## src/rtl/matmul_pkg.sv

```systemverilog
// Shared definitions for the matrix-multiplier datapath: loader FSM states,
// their one-hot LED codes, the default frame header byte and the helper that
// sizes the element counter.
package matmul_pkg;

    typedef enum logic [1:0] {
        ST_IDLE    = 2'd0,
        ST_CAPTURE = 2'd1,
        ST_WRITE   = 2'd2,
        ST_DONE    = 2'd3
    } state_t;

    localparam logic [3:0] LED_IDLE    = 4'b1000;
    localparam logic [3:0] LED_CAPTURE = 4'b0100;
    localparam logic [3:0] LED_WRITE   = 4'b0010;
    localparam logic [3:0] LED_DONE    = 4'b0001;

    localparam logic [7:0] HEADER_BYTE_DEFAULT = 8'hA5;

    // Counter must reach 2*ROWS*COLS inclusive (both operands fully written).
    function automatic int elem_count_w(input int rows, input int cols);
        return $clog2(2 * rows * cols + 1);
    endfunction

    function automatic logic [3:0] state_led(input state_t s);
        case (s)
            ST_IDLE:    return LED_IDLE;
            ST_CAPTURE: return LED_CAPTURE;
            ST_WRITE:   return LED_WRITE;
            default:    return LED_DONE;
        endcase
    endfunction

endpackage

```

## src/rtl/uart_rx_to_mem_rise_level_edge.sv

```systemverilog
// rise_level_edge: two-flop synchroniser on a level input followed by a
// rising-edge detector. The pulse is one cycle wide and appears two cycles
// after the input rises; a held-high level produces a single pulse.
module rise_level_edge (
    input  logic clk,
    input  logic rst,
    input  logic level_in,
    output logic pulse
);

    // stage 0/1 form the synchroniser, stage 2 remembers the previous sample
    logic [2:0] stage_q;
    logic [2:0] stage_d;

    assign stage_d[0] = level_in;

    generate
        for (genvar gi = 1; gi < 3; gi++) begin : g_chain
            assign stage_d[gi] = stage_q[gi-1];
        end
    endgenerate

    // shift the level through the chain
    always_ff @(posedge clk or posedge rst) begin
        if (rst) begin
            stage_q <= '0;
        end else begin
            stage_q <= stage_d;
        end
    end

    assign pulse = stage_q[1] & ~stage_q[2];

endmodule

```

## src/rtl/uart_rx_to_mem.sv

```systemverilog
// uart_rx_to_mem: loads UART bytes row-major into operand memories A then B
// and raises load_done once B is full. Optional build macro RX_HEADER_EN:
// when defined, a load only starts after a HEADER_BYTE is seen in IDLE.
module uart_rx_to_mem
    import matmul_pkg::*;
#(
    parameter int ROWS   = 2,
    parameter int COLS   = 2,
    parameter int DATA_W = 8,
    parameter int ADDR_W = 6
`ifdef RX_HEADER_EN
    ,
    parameter logic [DATA_W-1:0] HEADER_BYTE = DATA_W'(HEADER_BYTE_DEFAULT)
`endif
) (
    input  logic                                clk,
    input  logic                                rst,
    input  logic                                clear,
    input  logic                                rx_status,
    input  logic [DATA_W-1:0]                   rx_byte,
    output logic                                write_A,
    output logic                                write_B,
    output logic [ADDR_W-1:0]                   write_address,
    output logic [DATA_W-1:0]                   write_value,
    output logic                                load_done,
    output logic                                extra_byte,
    output logic [elem_count_w(ROWS,COLS)-1:0]  elem_count,
    output logic [3:0]                          state_LED
);

    localparam int N     = ROWS * COLS;
    localparam int CNT_W = elem_count_w(ROWS, COLS);
    localparam logic [CNT_W-1:0] N_C  = CNT_W'(N);
    localparam logic [CNT_W-1:0] N2_C = CNT_W'(2 * N);

    logic byte_pulse;

    rise_level_edge u_edge (
        .clk      (clk),
        .rst      (rst),
        .level_in (rx_status),
        .pulse    (byte_pulse)
    );

    state_t              state_q, state_d;
    logic [3:0]          led_q, led_d;
    logic                write_a_q, write_a_d;
    logic                write_b_q, write_b_d;
    logic [ADDR_W-1:0]   addr_q, addr_d;
    logic [DATA_W-1:0]   value_q, value_d;
    logic                load_done_q, load_done_d;
    logic                extra_q, extra_d;
    logic [CNT_W-1:0]    count_q, count_d;
    logic                take_byte;

    // next-state logic; strobes/address are prepared one cycle early so they
    // are registered and coincide exactly with the WRITE state
    always_comb begin
        state_d     = state_q;
        write_a_d   = 1'b0;
        write_b_d   = 1'b0;
        addr_d      = addr_q;
        value_d     = value_q;
        load_done_d = load_done_q;
        extra_d     = extra_q;
        count_d     = count_q;
        take_byte   = 1'b0;

        if (clear) begin
            // a pulse coinciding with clear is intentionally dropped
            state_d     = ST_IDLE;
            count_d     = '0;
            load_done_d = 1'b0;
            extra_d     = 1'b0;
        end else begin
            case (state_q)
                ST_IDLE: begin
                    if (byte_pulse) begin
`ifdef RX_HEADER_EN
                        if (rx_byte == HEADER_BYTE) begin
                            state_d = ST_CAPTURE;
                        end
`else
                        take_byte = 1'b1;
`endif
                    end
                end
                ST_CAPTURE: begin
                    take_byte = byte_pulse;
                end
                ST_WRITE: begin
                    count_d = count_q + 1'b1;
                    if (count_d == N2_C) begin
                        state_d     = ST_DONE;
                        load_done_d = 1'b1;
                    end else begin
                        state_d = ST_CAPTURE;
                    end
                end
                ST_DONE: begin
                    if (byte_pulse) begin
                        extra_d = 1'b1;
                    end
                end
            endcase

            if (take_byte) begin
                state_d = ST_WRITE;
                value_d = rx_byte;
                if (count_q < N_C) begin
                    write_a_d = 1'b1;
                    addr_d    = ADDR_W'(count_q);
                end else begin
                    write_b_d = 1'b1;
                    addr_d    = ADDR_W'(count_q - N_C);
                end
            end
        end

        led_d = state_led(state_d);
    end

    // state and registered outputs
    always_ff @(posedge clk or posedge rst) begin
        if (rst) begin
            state_q     <= ST_IDLE;
            led_q       <= LED_IDLE;
            write_a_q   <= 1'b0;
            write_b_q   <= 1'b0;
            addr_q      <= '0;
            value_q     <= '0;
            load_done_q <= 1'b0;
            extra_q     <= 1'b0;
            count_q     <= '0;
        end else begin
            state_q     <= state_d;
            led_q       <= led_d;
            write_a_q   <= write_a_d;
            write_b_q   <= write_b_d;
            addr_q      <= addr_d;
            value_q     <= value_d;
            load_done_q <= load_done_d;
            extra_q     <= extra_d;
            count_q     <= count_d;
        end
    end

    assign write_A       = write_a_q;
    assign write_B       = write_b_q;
    assign write_address = addr_q;
    assign write_value   = value_q;
    assign load_done     = load_done_q;
    assign extra_byte    = extra_q;
    assign elem_count    = count_q;
    assign state_LED     = led_q;

endmodule

```

## config.mk

```make
export PLATFORM = sky130hd
export DESIGN_NAME = uart_rx_to_mem
export DESIGN_NICKNAME = d
export VERILOG_FILES = /design/src/rtl/matmul_pkg.sv /design/src/rtl/uart_rx_to_mem_rise_level_edge.sv /design/src/rtl/uart_rx_to_mem.sv
export SDC_FILE = /design/constraint.sdc
export NUM_CORES = 1
export LEC_CHECK = 0
export BUFFER_PORTS_ARGS = -buffer_cell sky130_fd_sc_hd__buf_4
export CELL_PAD_IN_SITES_DETAIL_PLACEMENT = 1
export CELL_PAD_IN_SITES_GLOBAL_PLACEMENT = 1
export CORE_AREA = 2 2 44 77
export DETAILED_ROUTE_END_ITERATION = 10
export DIE_AREA = 0 0 46 79
export GPL_TIMING_DRIVEN = 0
export PLACE_DENSITY_LB_ADDON = 0.25
export SLEW_MARGIN = 15
export SYNTH_ARGS = -nofsm -noshare
export SYNTH_HDL_FRONTEND = slang
export SYNTH_SLANG_ARGS = --single-unit
```

## constraint.sdc

```tcl
create_clock -name clk -period 2.3 [get_ports clk]
set_input_delay 0.23 -clock clk [delete_from_list [all_inputs] [get_ports clk]]
set_output_delay 0.23 -clock clk [all_outputs]
set_load 0.005 [all_outputs]
```

==> impl_metrics.csv, run 1 <==
group,metric,value,unit
pwr,total_power,0.00112,W
grt,grt_pass1_vias,1009,
drt,drt_iter0_drc,9,
yosys,syn_inst,111,
clock_network,path_clk_slew,0.06,ns
clock_network,clock-sinks,29,
timing,hold-worst-slack,0.0292,ns
setup_path,crit_top_cell,"nand2_1",
finish,drive_above_1_share,33.1,%
drt,vias_per_cell,4.99,
clock_network,hold_buffers,0,
yosys,netlist_area,0.00117,sq mm
min_path,worst_hold_path_type,"in -> async",
pwr,ir_drop,445,uV
clock_network,cts_tree,"yes",
yosys,synth-warning-count,0,
timing,grt_setup_unrepaired,"false",
finish,n_fill_cell,352,
timing,min_period_over_period,66.8,%
setup_path,cp-end-kind,"flop",
clock_network,post_cts_resized,0,
setup_path,cp-start-kind,"flop",
pwr,cellPowerDensity,715,mW/mm^2
pwr,p_leak,0.829,nW
drt,vias,914,
timing,clock_skew,0.00143,ns
drt,wl,2540,microns
grt,overflow,0,
yosys,synth_area_leaders,"dfrtp_1 60%, nand2_1 12%, dfstp_2 2.2%",
setup_path,regToRegSetupSlack,0.76,ns
setup_path,critPathKind,"reg -> reg",
placed_design,dp_slack,0.757,ns
floorplanning,initial_core_util,38.6,%
clock_network,numCtsBuffers,5,
placed_design,post-place-cells,176,
timing,slew_violations,0,
placed_design,place_congestion,0.811,
floorplanning,die-area,0.00363,sq mm
clock_network,cts_root_buf,"clkbuf_8",
setup_path,worst_ep_required_time,2.47,ns
drt,dr.pass1.iters,3,
timing,period_needed,1.54,ns
run,drv_cap,0,
setup_path,r2r-start,"state_q[1]$_DFF_PP0_",
yosys,postSynthAreaPerCell,10.6,sq um
finish,nNetsFinal,167,
yosys,synth-seq-cells,29,
setup_path,crit_start,"state_q[1]$_DFF_PP0_",
timing,setup_tns,0,ns
floorplanning,rows,27,
grt,grt_pass1_wl,4430,microns
setup_path,path_cells,"or4b_1 -> buf_4 -> buf_6 -> nand2_1 -> nand2_1",
placed_design,portBuffers,35,
timing,tightest_slew,0.601,ns
finish,fin_cells,183,
floorplanning,io_pins,38,
timing,fmax,0.651,GHz
drt,wl_met2,1400,microns
drt,dr_wl_met3,140,microns
floorplanning,die_y,79,microns
clock_network,post_cts_buffers,0,
drt,wl_met1,955,microns
timing,hold_viol_final,0,
setup_path,critical-path-max-stage-delay,0.54,ns
clock_network,htreeDepth,2,
setup_path,crit_arrival,1.70,ns
finish,antenna_cells,0,
yosys,synth_top_area_share,59.7,%
setup_path,critPathSlowestCell,"or4b_1",
finish,syn_to_final_growth,33.2,%
clock_network,clock_latency,0.27,ns
clock_network,cts_buffer_depth,2,
run_status,outcome,"complete, no violations",
yosys,yosysSeqAreaShare,61.9,%
timing,setup_viol,0,
setup_path,r2r.worst_path.cells,5,
yosys,yosysTopAreaCell,"dfrtp_1",
drt,ant_nets,0,
floorplanning,core_area,0.00304,sq mm
placed_design,hpwl,1940,microns
timing,setup_ws,0.763,ns
drt,drc,0,
grt,grtUsageTotal,16.7,%
drt,top_layer_used,"met4",
drt,wl_per_cell,13.9,microns
grt,grt_start_max_net_pins,30,
floorplanning,die_w,46,microns
grt,antenna_found_initial,0,
setup_path,crit_fanout,10,
yosys,yosysUniqueCellTypes,31,
timing,max_slew_margin,59.8,%
-- where the power goes --
part	leakage (nW)	internal [W]	switching, W	total, W
clock	0.0443	0.000236	0.000173	0.000409
sequential	0.380	0.000548	0.0000226	0.000571
combinational	0.404	0.0000760	0.0000605	0.000136
total	0.829	0.000861	0.000256	0.00112
-- state kept, by name, indices dropped and copies added, names as in the netlist --
name,flops
extra_byte,1
load_done,1
u_edge.stage_q,3
state_q,2
state_LED,4
write_A,1
elem_count,4
write_address,4
write_B,1
write_value,8
-- area by class of cell --
| cell class | instances | area (sq um) | area share (%) |
|---|---|---|---|
| clock buffer | 7 | 86.3 | 5.52 |
| buffer | 7 | 61.3 | 3.92 |
| inverter | 3 | 16.3 | 1.04 |
| timing repair buffer | 35 | 263 | 16.8 |
| multi-input combinational | 73 | 373 | 23.9 |
| tap | 29 | 36.3 | 2.32 |
| sequential | 29 | 727 | 46.5 |
-- path summary, 6_finish.rpt --
kind                                               endpoint
worst max register to register   write_value[7]$_DFFE_PP0P_
worst min-delay path             write_value[1]$_DFFE_PP0P_
worst max-delay path             write_value[7]$_DFFE_PP0P_
worst min register to register  u_edge.stage_q[1]$_DFF_PP0_
min in group clk                u_edge.stage_q[0]$_DFF_PP0_
max in group asynchronous         elem_count[0]$_DFFE_PP0P_
-- cells in the final DEF, fill, tap and decap left out, types with 2 or more instances in the layout --
master    count
buf_4        38
nand2_1      37
dfrtp_1      28
nor2_1        7
clkbuf_8      6
a21oi_1       5
clkbuf_1      3
nand2b_1      2
nand3_1       2
nand3b_1      2
conb_1        2
-- cells in the mapped netlist --
cell and n:
a211oi_1 1, a21boi_0 1, a21o_1 1, a21oi_1 5, and3b_1 1, and4bb_1 1, buf_12 1, buf_4 3
buf_6 1, clkbuf_1 2, clkinv_4 1, conb_1 1, dfrtp_1 28, dfstp_2 1, ha_1 1, inv_1 2
nand2_1 37, nand2b_1 2, nand3_1 2, nand3b_1 2, nor2_1 7, nor2b_1 1, nor3_2 1, o2111ai_1 1
o21a_1 1, o21ai_0 1, o21ba_2 1, or3_1 1, or4b_1 1, xnor2_1 1, xor2_1 1
-- stage by stage --
| stage | cell area (sq um) | utilization, % |
|---|---|---|
| floorplan | 1180 | - |
| global route | 1560 | 51.4 |
| finish | 1560 | 51.4 |
| global placement | 1480 | 48.6 |
| detailed placement | 1480 | 48.6 |
| CTS | 1560 | 51.4 |
-- cell families (layout without fill, tap and decap cells) --
logic type | count (synthesis) | count (layout) | share of synthesized area [%]
fa+ha+maj | 1 | 1 | 1.07
flops | 29 | 29 | 61.9
buf+inv | 10 | 52 | 6.61
simple gates | 56 | 56 | 21.9
other cells | 1 | 2 | 0.320
compound gates | 12 | 12 | 6.72
xor+xnor | 2 | 2 | 1.49
-- layer usage --
metal	global-route usage (%)	up-vias
li1	-	435
met1	17.1	448
met2	29.2	28
met3	4.55	3
met4	8.57	0
met5	0	-
-- worst max-delay path, delay by kind of cell (launching register included) --
kind          cells  cell delay (ns)
simple gates      3             0.66
flops             1             0.45
buf+inv           2             0.32
No activity file was read; power rests on OpenSTA's default activity.
==> run 2: changes to the inputs <==
Settings changed: CORE_AREA 2 2 44 77 to 2 2 46 80, DIE_AREA 0 0 46 79 to 0 0 48 82.
Clock period 2.3 ns to 1.5 ns, I/O delays scaled along.
==> impl_metrics.csv, run 2 (same netlist as run 1, synthesis figures left out) <==
group,metric,value,unit
pwr,p_leak,0.871,nW
finish,drive_above_1_share,36.9,%
grt,overflow,0,
timing,hold_viol_final,14,
min_path,worst_hold_path_type,"in -> async",
drt,vias_per_cell,4.53,
drt,ant_nets,0,
setup_path,cp-end-kind,"flop",
setup_path,crit_family,"simple AND/OR/NAND/NOR gates",
timing,slew_violations,0,
clock_network,numCtsBuffers,5,
drt,drc,0,
timing,period_needed,1.44,ns
timing,tightest_slew,1.03,ns
floorplanning,io_pins,38,
timing,setup_tns,0,ns
floorplanning,die_y,82,microns
timing,setup_viol,0,
pwr,swShare,23.5,%
grt,grt_pass1_vias,999,
finish,layout_common_cells,"40 x buf_4, 36 x nand2_1, 27 x dfrtp_1, 7 x nor2_1, 7 x clkbuf_8",
pwr,combPwrFrac,12.7,%
clock_network,cts_buffer_depth,2,
setup_path,critPathSlowestCell,"or4b_4",
run,drv_cap,0,
grt,grt_pass1_wl,4420,microns
setup_path,crit_top_cell,"nand2_1",
clock_network,path_clk_slew,0.06,ns
setup_path,crit_fanout,5,
setup_path,crit_cells,6,
pwr,cellPowerDensity,1080,mW/mm^2
clock_network,htreeDepth,2,
placed_design,portBuffers,35,
setup_path,path_buf_inv,3,
setup_path,path_cells,"or4b_4 -> buf_6 -> inv_8 -> clkbuf_16 -> nand2_1 -> nand2_1",
floorplanning,initial_core_util,35.3,%
finish,antenna_cells,0,
setup_path,cp-start-kind,"flop",
pwr,ir_drop,775,uV
pwr,p_clk_share,38.9,%
timing,fmax,0.695,GHz
placed_design,hpwl,1990,microns
clock_network,clock-sinks,29,
timing,max_slew_margin,30.9,%
floorplanning,die-area,0.00394,sq mm
finish,post-route-util,50.2,%
pwr,p_sw,0.000426,W
grt,grtUsageTotal,16.3,%
setup_path,critPathKind,"reg -> reg",
clock_network,cts_root_buf,"clkbuf_8",
timing,hold-worst-slack,-0.00833,ns
pwr,power_frac_seq,48.4,%
setup_path,critical-path-max-stage-delay,0.51,ns
finish,fin_cells,205,
finish,largest_reg_flops,8,
run_status,outcome,"complete, but fails checks",
drt,dr.pass1.iters,4,
pwr,power.internal,0.00138,W
finish,syn_to_final_growth,42.2,%
timing,min_period_over_period,95.9,%
floorplanning,die_w,48,microns
grt,grt_start_max_net_pins,30,
drt,vias,929,
floorplanning,core_area,0.00333,sq mm
setup_path,worst_ep_required_time,1.72,ns
drt,drt_iter0_drc,6,
timing,clock_skew,0.00726,ns
finish,final_common_cell,"buf_4",
clock_network,cts_tree,"yes",
placed_design,place_congestion,0.758,
setup_path,crit_arrival,1.66,ns
placed_design,post-place-cells,192,
grt,antenna_found_initial,0,
drt,wl,2800,microns
run_status,violations,"hold timing",
pwr,total_power,0.00181,W
timing,grt_setup_unrepaired,"false",
setup_path,r2r.worst_path.cells,6,
drt,wl_per_cell,13.7,microns
floorplanning,rows,28,
finish,nNetsFinal,172,
clock_network,clock_latency,0.28,ns
## run 2: power groups by stage
stage	sequential [W]	clock [W]	combinational, W
finish	0.000876	0.000704	0.000229
global route	0.000883	0.000767	0.000256
CTS	0.000876	0.000724	0.000224
detailed placement	0.000892	0	0.000215
global placement	0.000886	0	0.000207
floorplan	0.000889	0	0.0000873
## run 2: final cells by class
class / count / area, sq um
well taps: 45 / 56.3
plain buffers: 7 / 65.1
flip-flops and latches: 29 / 728
clock buffers: 7 / 96.3
inverters: 3 / 18.8
clock inverters: 1 / 5.00
multi-input cells: 73 / 379
repair buffers: 40 / 320
fillers: 402 / 1660
## run 2: metal layers
layer / track usage [%] / part of all wire, % / vias to the layer above
li1: - / - / 450
met4: 8.11 / 1.7 / 0
met3: 5.93 / 5.1 / 5
met1: 15.9 / 36 / 447
met2: 28.3 / 57 / 27
met5: 0 / 0 / -
## run 2: what timing repair did
item	4_1_cts	5_1_grt
pin swaps	0	2
endpoints found under the setup margin	12	9
gates cloned	0	1
setup buffers	2	1
hold buffers	1	0
resized for setup	1	4
endpoints found under the hold margin	1	0
## run 2: final timing paths
kind | startpoint | endpoint | slack [ns]
setup / recovery | state_q[1]$_DFF_PP0_ | write_value[5]$_DFFE_PP0P_ | 0.06
hold / removal | rst | write_value[3]$_DFFE_PP0P_ | -0.008
setup reg to reg | state_q[1]$_DFF_PP0_ | write_value[5]$_DFFE_PP0P_ | 0.06
hold reg to reg | u_edge.stage_q[0]$_DFF_PP0_ | u_edge.stage_q[1]$_DFF_PP0_ | 0.35
max in group asynchronous | rst | state_q[1]$_DFF_PP0_ | 0.98
min in group clk | rx_byte[3] | write_value[3]$_DFFE_PP0P_ | 0.05
## run 2: worst reg2reg max path: stages, from the launching register on
cell and delay [ns]:
dfrtp_2 0.41, or4b_4 0.51, buf_6 0.15, inv_8 0.07, clkbuf_16 0.13, nand2_1 0.06, nand2_1 0.06
## run 2: through the flow
stage / setup WS [ns] / hold slack (ns) / area [sq um]
after global routing: 0.0110 / 0.0434 / 1670
final: 0.0609 / -0.00833 / 1670
after detailed placement: -0.0448 / 0.263 / 1500
after CTS: 0.0272 / 0.0541 / 1620
after global placement: -0.0123 / 0.261 / 1500
after floorplan: 0.0636 / 0.181 / 1180
==> run 3: changes to the inputs <==
Settings changed: CORE_AREA 2 2 46 80 to 2 2 45 79, DIE_AREA 0 0 48 82 to 0 0 47 81, SYNTH_HIERARCHICAL set to 1.
==> impl_metrics.csv, run 3 <==
group,metric,value,unit
grt,grtUsageTotal,14.8,%
timing,period_needed,1.43,ns
yosys,yosysMostFrequentCell,"dfrtp_1",
yosys,yosysSeqAreaShare,60.8,%
drt,dr.pass1.iters,4,
setup_path,cp-end-kind,"flop",
pwr,combPwrFrac,14.5,%
drt,vias,807,
min_path,hold_start,"rx_byte[5]",
floorplanning,die-area,0.00381,sq mm
clock_network,cts_tree,"yes",
yosys,yosysTopAreaCell,"dfrtp_1",
drt,top_layer_used,"met4",
drt,wl,2420,microns
pwr,p_leak,0.808,nW
yosys,synth_top_family_by_area,"simple AND/OR/NAND/NOR gates",
setup_path,worst_ep_required_time,1.66,ns
placed_design,hpwl,1800,microns
drt,drt_iter0_drc,4,
placed_design,dp_slack,-0.0917,ns
finish,largest_reg_flops,8,
clock_network,cts_root_buf,"clkbuf_8",
drt,wl_met1,823,microns
grt,overflow,0,
setup_path,r2r_end,"write_value[4]$_DFFE_PP0P_",
floorplanning,core_area,0.00322,sq mm
yosys,syn_inst,88,
floorplanning,die_w,47,microns
pwr,power.internal,0.00139,W
finish,layout_common_cells,"38 x buf_4, 28 x dfrtp_1, 8 x mux2_2, 6 x nor2_1, 6 x clkbuf_8",
placed_design,place_congestion,0.708,
run_status,outcome,"complete, no violations",
yosys,synth-edff-count,0,
timing,min_period_over_period,95.2,%
yosys,synth_area_leaders,"dfrtp_1 59%, mux2_2 7.5%, mux2_4 3.8%",
pwr,p_clk_share,35.8,%
yosys,yosysUniqueCellTypes,34,
timing,setup_viol,0,
yosys,async_flop_share,100,%
timing,max_slew_margin,62.4,%
floorplanning,initial_core_util,37.1,%
finish,fin_cells,181,
yosys,synth-seq-cells,29,
pwr,cellPowerDensity,1080,mW/mm^2
timing,hold_viol_final,0,
min_path,min_to,"write_value[5]$_DFFE_PP0P_",
yosys,synth_flop_cell,"dfrtp_1",
finish,syn_to_final_growth,38.1,%
floorplanning,io_pins,38,
timing,tightest_slew,0.562,ns
yosys,synth_fa_ha_area_share,1.05,%
yosys,muxShareOfSynthArea,12.1,%
yosys,postSynthAreaPerCell,13.6,sq um
finish,antenna_cells,0,
run,drv_cap,0,
finish,final_common_cell,"buf_4",
timing,setup_ws,0.0713,ns
clock_network,clock_latency,0.28,ns
pwr,swShare,22.2,%
floorplanning,die_y,81,microns
yosys,synth_compound_area_share,6.17,%
setup_path,crit_arrival,1.59,ns
drt,ant_nets,0,
setup_path,critPathKind,"reg -> reg",
placed_design,post-place-cells,169,
grt,grt_start_max_net_pins,27,
pwr,power_frac_seq,49.7,%
pwr,p_sw,0.000395,W
finish,drive_above_1_share,48.5,%
setup_path,cp-start-kind,"flop",
clock_network,path_clk_slew,0.06,ns
yosys,synth-warning-count,6,
timing,hold-worst-slack,0.107,ns
yosys,synth_top_area_share,58.6,%
setup_path,crit_fanout,10,
clock_network,cts_buffer_depth,2,
grt,grt_pass1_vias,868,
drt,wl_per_cell,13.4,microns
drt,dr_wl_met3,115,microns
clock_network,htreeDepth,2,
timing,grt_setup_unrepaired,"false",
setup_path,r2r.worst_path.cells,5,
clock_network,numCtsBuffers,5,
floorplanning,rows,28,
drt,wl_met2,1430,microns
pwr,ir_drop,648,uV
clock_network,clock-sinks,29,
pwr,total_power,0.00178,W
timing,fmax,0.700,GHz
yosys,synthSimpleGateAreaFrac,12.1,%
grt,grt_pass1_wl,3950,microns
setup_path,regToRegSetupSlack,0.07,ns
yosys,synthXorXnorAreaFrac,1.46,%
setup_path,r2r-start,"u_edge/stage_q[2]$_DFF_PP0_",
finish,nNetsFinal,148,
timing,clock_skew,0.00550,ns
drt,vias_per_cell,4.46,
min_path,worst_hold_path_type,"in -> reg",
yosys,netlist_area,0.00120,sq mm
yosys,synthTopCellsByCount,"28 x dfrtp_1, 8 x mux2_2, 6 x inv_1, 6 x nor2_1, 4 x a21oi_1",
drt,drc,0,
placed_design,portBuffers,35,
timing,slew_violations,0,
grt,antenna_found_initial,0,
min_path,holdPathStages,2,
run 3: final cells by class:
cell class / instances / area [sq um]
inverter: 6 / 26.3
clock buffer: 8 / 90.1
multi-input combinational: 48 / 402
timing repair buffer: 39 / 302
sequential: 29 / 727
fill: 364 / 1570
buffer: 6 / 48.8
tap: 45 / 56.3
run 3: cell families after synthesis:
logic type | count (synthesis)
buffers and inverters | 12
other | 1
XOR/XNOR | 2
adder cells (fa/ha/maj) | 1
AND/OR/NAND/NOR | 20
AO/OA/AOI/OAI | 11
multiplexers | 12
flip-flops | 29
run 3: how the worst max path moves through the flow:
| stage | from | slack [ns] | endpoint |
|---|---|---|---|
| 2_1_floorplan | u_edge/stage_q[2]$_DFF_PP0_ | 0.04 | write_value[3]$_DFFE_PP0P_ |
| 3_3_place_gp | u_edge/stage_q[2]$_DFF_PP0_ | -0.08 | write_value[4]$_DFFE_PP0P_ |
| 3_5_place_dp | u_edge/stage_q[2]$_DFF_PP0_ | -0.09 | write_value[3]$_DFFE_PP0P_ |
| 4_1_cts | u_edge/stage_q[2]$_DFF_PP0_ | 0.07 | write_value[3]$_DFFE_PP0P_ |
| 5_1_grt | u_edge/stage_q[1]$_DFF_PP0_ | 0.001 | write_value[3]$_DFFE_PP0P_ |
| 6_report | u_edge/stage_q[2]$_DFF_PP0_ | 0.07 | write_value[4]$_DFFE_PP0P_ |
run 3: timing repair:
action / CTS / global route
hold endpoints to repair: 4 / 0
pin swaps: 0 / 0
hold buffers: 2 / 0
buffers inserted: 2 / 0
gates resized for setup: 0 / 2
endpoints found under the setup margin: 4 / 7
run 3: critical path: stages, from the launching register on:
cell     delay [ns]
dfrtp_1        0.39
nor2b_4        0.14
nor3b_4        0.23
buf_6          0.14
buf_8          0.12
mux2_4         0.30
run 3: through the flow:
| stage | TNS, ns | utilization, % | instance area (sq um) |
|---|---|---|---|
| after floorplan | 0 | - | 1200 |
| after global placement | -0.237 | 47.1 | 1520 |
| after detailed placement | -0.273 | 47.1 | 1520 |
| after CTS | 0 | 51.0 | 1640 |
| after global routing | 0 | 51.2 | 1650 |
| final | 0 | 51.2 | 1650 |
run 3: power by group through the flow:
stage,Sequential [W],Clock (W),Combinational (W)
after CTS,0.000886,0.000660,0.000262
after global placement,0.000894,0,0.000243
final,0.000885,0.000637,0.000258
after global routing,0.000895,0.000699,0.000283
after floorplan,0.000899,0,0.000112
after detailed placement,0.000900,0,0.000253
run 3: metal layers:
layer | GRT usage [%] | up-vias
met4 | 7.50 | 0
li1 | - | 383
met3 | 4.89 | 5
met5 | 0 | -
met1 | 15.9 | 393
met2 | 24.7 | 26
